===== config.mk =====
export PLATFORM = sky130hd
export DESIGN_NAME = mem_stage_access_unit
export DESIGN_NICKNAME = d
export VERILOG_FILES = /design/src/rtl/mem_stage_access_unit.sv
export SDC_FILE = /design/constraint.sdc
export NUM_CORES = 1
export LEC_CHECK = 0
export ABC_AREA = 1
export CORE_ASPECT_RATIO = 0.75
export CORE_MARGIN = 1
export CORE_UTILIZATION = 42
export DETAILED_ROUTE_END_ITERATION = 8
export HOLD_SLACK_MARGIN = 0.06
export PLACE_DENSITY_LB_ADDON = 0.1
export SETUP_SLACK_MARGIN = 0.1
export SLEW_MARGIN = 0
export SYNTH_ARGS = -nofsm -noshare
export SYNTH_HDL_FRONTEND = slang
export SYNTH_SLANG_ARGS = --single-unit

===== constraint.sdc =====
create_clock -name clk -period 6.2 [get_ports clk]
set_clock_uncertainty 0.15 [all_clocks]
set_input_delay 1.55 -clock clk [delete_from_list [all_inputs] [get_ports clk]]
set_output_delay 1.55 -clock clk [all_outputs]
set_load 0.05 [all_outputs]

===== src/rtl/mem_stage_access_unit.sv =====
// rtl/mem_stage_access_unit.sv - MEM-stage load/store access unit with registered write-back (optional MEM_ACCESS_TIMEOUT_EN)
module mem_stage_access_unit #(
  parameter int ADDR_WIDTH     = 30,
  parameter int TIMEOUT_CYCLES = 255
) (
  input  logic                  clk,
  input  logic                  reset,
  input  logic [31:0]           in_alu_rd_result,
  input  logic [31:0]           in_rs2_data,
  input  logic [4:0]            in_rd_address,
  input  logic                  in_reg_write_data_src,
  input  logic                  in_reg_wren,
  input  logic                  in_ram_wren,
  input  logic                  mem_ack,
  input  logic [31:0]           mem_rdata,
  output logic                  pipeline_wren,
  output logic                  mem_req,
  output logic                  mem_we,
  output logic [ADDR_WIDTH-1:0] mem_addr,
  output logic [31:0]           mem_wdata,
  output logic [4:0]            mem_wb_rd_address,
  output logic [31:0]           mem_wb_write_data,
  output logic                  mem_wb_reg_wren,
  output logic                  mem_error
);

  typedef enum logic {S_IDLE, S_WAIT} state_t;

  state_t      state;
  state_t      state_next;
  logic        mem_op;
  logic        access_done;
  logic        fsm_wren;
  logic        timeout_hit;
  logic [31:0] load_data;

  assign mem_op = in_ram_wren | (in_reg_wren & in_reg_write_data_src);

`ifdef MEM_ACCESS_TIMEOUT_EN
  localparam int CNT_W = ($clog2(TIMEOUT_CYCLES + 1) > 8) ? $clog2(TIMEOUT_CYCLES + 1) : 8;
  localparam logic [CNT_W-1:0] CNT_LAST = CNT_W'(TIMEOUT_CYCLES - 1);

  logic [CNT_W-1:0] wait_cnt;
  logic             mem_error_q;

  // The last permitted WAIT cycle completes the access on its own when no ack arrives
  assign timeout_hit = (state == S_WAIT) && !mem_ack && (wait_cnt == CNT_LAST);
  assign mem_error   = mem_error_q;

  // WAIT-cycle counter: held at zero in IDLE so it starts cleared on WAIT entry
  always_ff @(posedge clk or posedge reset) begin
    if (reset) begin
      wait_cnt <= '0;
    end else if (state == S_IDLE || access_done) begin
      wait_cnt <= '0;
    end else begin
      wait_cnt <= wait_cnt + CNT_W'(1);
    end
  end

  // Sticky timeout flag, only cleared by reset
  always_ff @(posedge clk or posedge reset) begin
    if (reset) begin
      mem_error_q <= 1'b0;
    end else if (timeout_hit) begin
      mem_error_q <= 1'b1;
    end
  end
`else
  assign timeout_hit = 1'b0;
  assign mem_error   = 1'b0;
`endif

  // A timed-out load returns zero instead of whatever is on the bus
  assign load_data = timeout_hit ? 32'h0 : mem_rdata;

  // Reset overrides the stall so upstream stages are never frozen while in reset
  assign pipeline_wren = reset | fsm_wren;

  // State register
  always_ff @(posedge clk or posedge reset) begin
    if (reset) begin
      state <= S_IDLE;
    end else begin
      state <= state_next;
    end
  end

  // Next state and stall: stall on memory-op issue and until the access completes
  always_comb begin
    state_next  = state;
    fsm_wren    = 1'b1;
    access_done = 1'b0;
    case (state)
      S_IDLE: begin
        if (mem_op) begin
          fsm_wren   = 1'b0;
          state_next = S_WAIT;
        end
      end
      S_WAIT: begin
        access_done = mem_ack | timeout_hit;
        fsm_wren    = access_done;
        if (access_done) begin
          state_next = S_IDLE;
        end
      end
      default: state_next = S_IDLE;
    endcase
  end

  // Memory request and write-back registers
  always_ff @(posedge clk or posedge reset) begin
    if (reset) begin
      mem_req           <= 1'b0;
      mem_we            <= 1'b0;
      mem_addr          <= '0;
      mem_wdata         <= '0;
      mem_wb_rd_address <= '0;
      mem_wb_write_data <= '0;
      mem_wb_reg_wren   <= 1'b0;
    end else begin
      case (state)
        S_IDLE: begin
          if (mem_op) begin
            mem_req         <= 1'b1;
            mem_we          <= in_ram_wren;
            mem_addr        <= in_alu_rd_result[ADDR_WIDTH+1:2];
            mem_wdata       <= in_rs2_data;
            mem_wb_reg_wren <= 1'b0;
          end else begin
            mem_wb_rd_address <= in_rd_address;
            mem_wb_write_data <= in_alu_rd_result;
            mem_wb_reg_wren   <= in_reg_wren;
          end
        end
        S_WAIT: begin
          if (access_done) begin
            mem_req           <= 1'b0;
            mem_we            <= 1'b0;
            mem_wb_rd_address <= in_rd_address;
            mem_wb_reg_wren   <= in_reg_wren;
            mem_wb_write_data <= in_reg_write_data_src ? load_data : in_alu_rd_result;
          end else begin
            mem_wb_reg_wren <= 1'b0;
          end
        end
        default: begin
          mem_req <= 1'b0;
          mem_we  <= 1'b0;
        end
      endcase
    end
  end

endmodule

==> impl_metrics.csv <==
group,metric,value,unit
run_status,status,"finished clean",
critical_path,worstSetupStartpointType,"input pin",
grt,antenna_found_initial,0,
final_layout,final_cell_mix,"nand2_1, clkdlybuf4s50_1, nand3_1, dfrtp_1, clkbuf_16",
synth,ys_seq_area_share,56.0,%
final_layout,n_fill_cell,893,
critical_path,cp_data_required_time,4.50,ns
floorplan,die_height,92.7,microns
clocking,postCtsSetupRepairBufs,0,
synth,synth_top_cell_by_area,"dfrtp_1",
sta,final.setup.tns,0,ns
grt,grt_pass1_vias,4266,
synth,syn_nets,666,
clocking,cts_buffers,9,
sta,finalHoldViolCount,0,
place,dp_slack,1.46,ns
hold_path,min_path_cells,2,
grt,globalRouteOverflowTotal,0,
place,gp_congestion,0.834,
grt,grt_pass1_wl,21.8,mm
routing,via_per_inst,5.00,
critical_path,r2r.worst_path.cells,6,
critical_path,path_max_fanout,38,
routing,dr.first_iter.drc_count,232,
clocking,clock-root-buffer,"clkbuf_16",
sta,fin_crit,4.74,ns
routing,routed_wl,13.9,mm
place,place_hpwl,9.30,mm
clocking,cts-hold-fix-buffers,0,
routing,wl_per_cell,15.7,microns
final_layout,nNetsFinal,851,
routing,drc,0,
floorplan,io_pins,211,
clocking,tritoncts,"yes",
sta,drv_slew,0,
power,peakVddDrop,0.206,mV
floorplan,core,10500,sq um
synth,synth_top_area_share,56.0,%
synth,syn_inst,559,
sta,post-route-period-util,76.5,%
sta,relSlewSlack,20.0,%
clocking,ctsResizeCount,0,
grt,grt_start_max_net_pins,86,
place,numPortBuffers,209,
power,total_leakage_power,3.44,nW
final_layout,seq_area,2580,sq um
sta,rsz0062_at_grt,"false",
clocking,htree_levels,3,
final_layout,antenna_cells,0,
run,cap_violations,0,
power,sw_frac_of_total,43.2,%
synth,synthArstFlopShare,100,%
synth,synth_warnings,0,
critical_path,worstSetupPathType,"input pin to output pin",
synth,synth_area_per_cell,8.23,sq um
critical_path,reg2reg_slack,3.41,ns
clocking,clock_latency,0.33,ns
hold_path,hp-class,"flop to flop",
synth,synth_edf_count,0,
floorplan,fp.dieArea,11400,sq um
synth,synth_area_leaders,"dfrtp_1, nand2_1, nand3_1",
power,p_int,0.00157,W
routing,firstDrtPassIters,5,
clocking,cts.path.max_buffers,2,
sta,setup_slack,1.46,ns
sta,achievable-frequency,0.211,GHz
routing,vias,4428,
sta,hold_slack,0.320,ns
synth,ys.flop_type,"dfrtp_1",
critical_path,crit_arrival,3.04,ns
synth,ys_ff_latch,103,
critical_path,end_kind,"output pin",
synth,netlist_area,4600,sq um
final_layout,multi_input_area,1720,sq um
final_layout,area_delta_synth_final,51.0,%
power,power_frac_comb,45.9,%
clocking,clkTransAtPathRegs,0.07,ns
sta,tightestPinTransition,1.20,ns
power,p_switching,0.00119,W
final_layout,drive_gt1_share,4.01,%
power,clkPwrFrac,20.7,%
floorplan,std_cell_rows,32,
clocking,cts_num_sinks,103,
power,share_seq_of_total_power,33.5,%
final_layout,mostFrequentLayoutCell,"nand2_1",
floorplan,die_w,123,microns
sta,setup_violations,0,
grt,grt_util_all_layers,25.3,%
power,power.density,397,nW/um^2
synth,synthDistinctLibCells,15,
routing,ant_nets,0,
floorplan,initial_utilization,44.0,%
==> routing by layer <==
layer | vias up | part of all wire (%) | GRT usage, %
li1 | 2148 | - | -
met1 | 2080 | 41 | 32.4
met2 | 183 | 49 | 41.8
met3 | 17 | 8.3 | 6.71
met4 | 0 | 1.6 | 7.52
met5 | - | 0 | 0
==> synth_stat cells, types with 3 or more instances <==
cell type  count
buf_6         10
buf_2         21
dfrtp_1      103
buf_4          7
inv_1          4
nand3_1      132
clkbuf_1       4
nand2_2        3
nand2_1      269
==> sequential cells by signal, indices dropped and copies added (netlist names) <==
name	count
mem_we	1
mem_req	1
mem_wb_rd_address	5
mem_addr	30
mem_wb_reg_wren	1
mem_wdata	32
state	1
mem_wb_write_data	32
==> final timing paths <==
kind / from / end
max in group asynchronous: reset / mem_wdata[16]
worst max register to register: state / mem_we
worst max-delay path: in_reg_wren / pipeline_wren
worst min register to register: mem_addr[17] / mem_addr[17]
worst min-delay path: mem_addr[17] / mem_addr[17]
min in group asynchronous: reset / mem_wb_write_data[9]
==> per-stage QoR <==
step                      utilization [%]  total power (W)  area, sq um  std cells
after floorplan                         -          0.00174         4610        559
after global routing                 66.5          0.00289         6950        885
after global placement               63.6          0.00218         6650        869
after detailed placement             63.6          0.00221         6650        869
after CTS                            66.5          0.00278         6950        885
final                                66.5          0.00276         6950        885
==> worst max-delay path, stage by stage <==
cell and delay, ns:
clkdlybuf4s50_1 0.45, nand2_2 0.11, nand3_2 0.07, nand2_1 0.06
buf_4 0.37, inv_1 0.14, nand2_1 0.13, buf_12 0.16
==> layout make-up <==
cell class | count | area share [%]
sequential | 103 | 37.1
timing repair buffer | 217 | 31.1
multi-input combinational | 408 | 24.7
inverter | 5 | 0.324
clock inverter | 4 | 0.774
clock buffer | 12 | 3.55
tap | 136 | 2.45
==> logic make-up after synthesis <==
kind of cell	after synthesis	synth area share, %
buffers and inverters	48	6.69
AND/OR/NAND/NOR	407	37.2
flip-flops	103	56.0
other	1	0.0815
==> power groups by stage <==
stage	Combinational, W	Sequential [W]	Clock (W)
floorplan	0.000262	0.00148	0
global placement	0.00126	0.000925	0
detailed placement	0.00127	0.000934	0
CTS	0.00128	0.000924	0.000582
global route	0.00134	0.000940	0.000610
finish	0.00127	0.000923	0.000570
No activity file was read; power rests on OpenSTA's default activity.
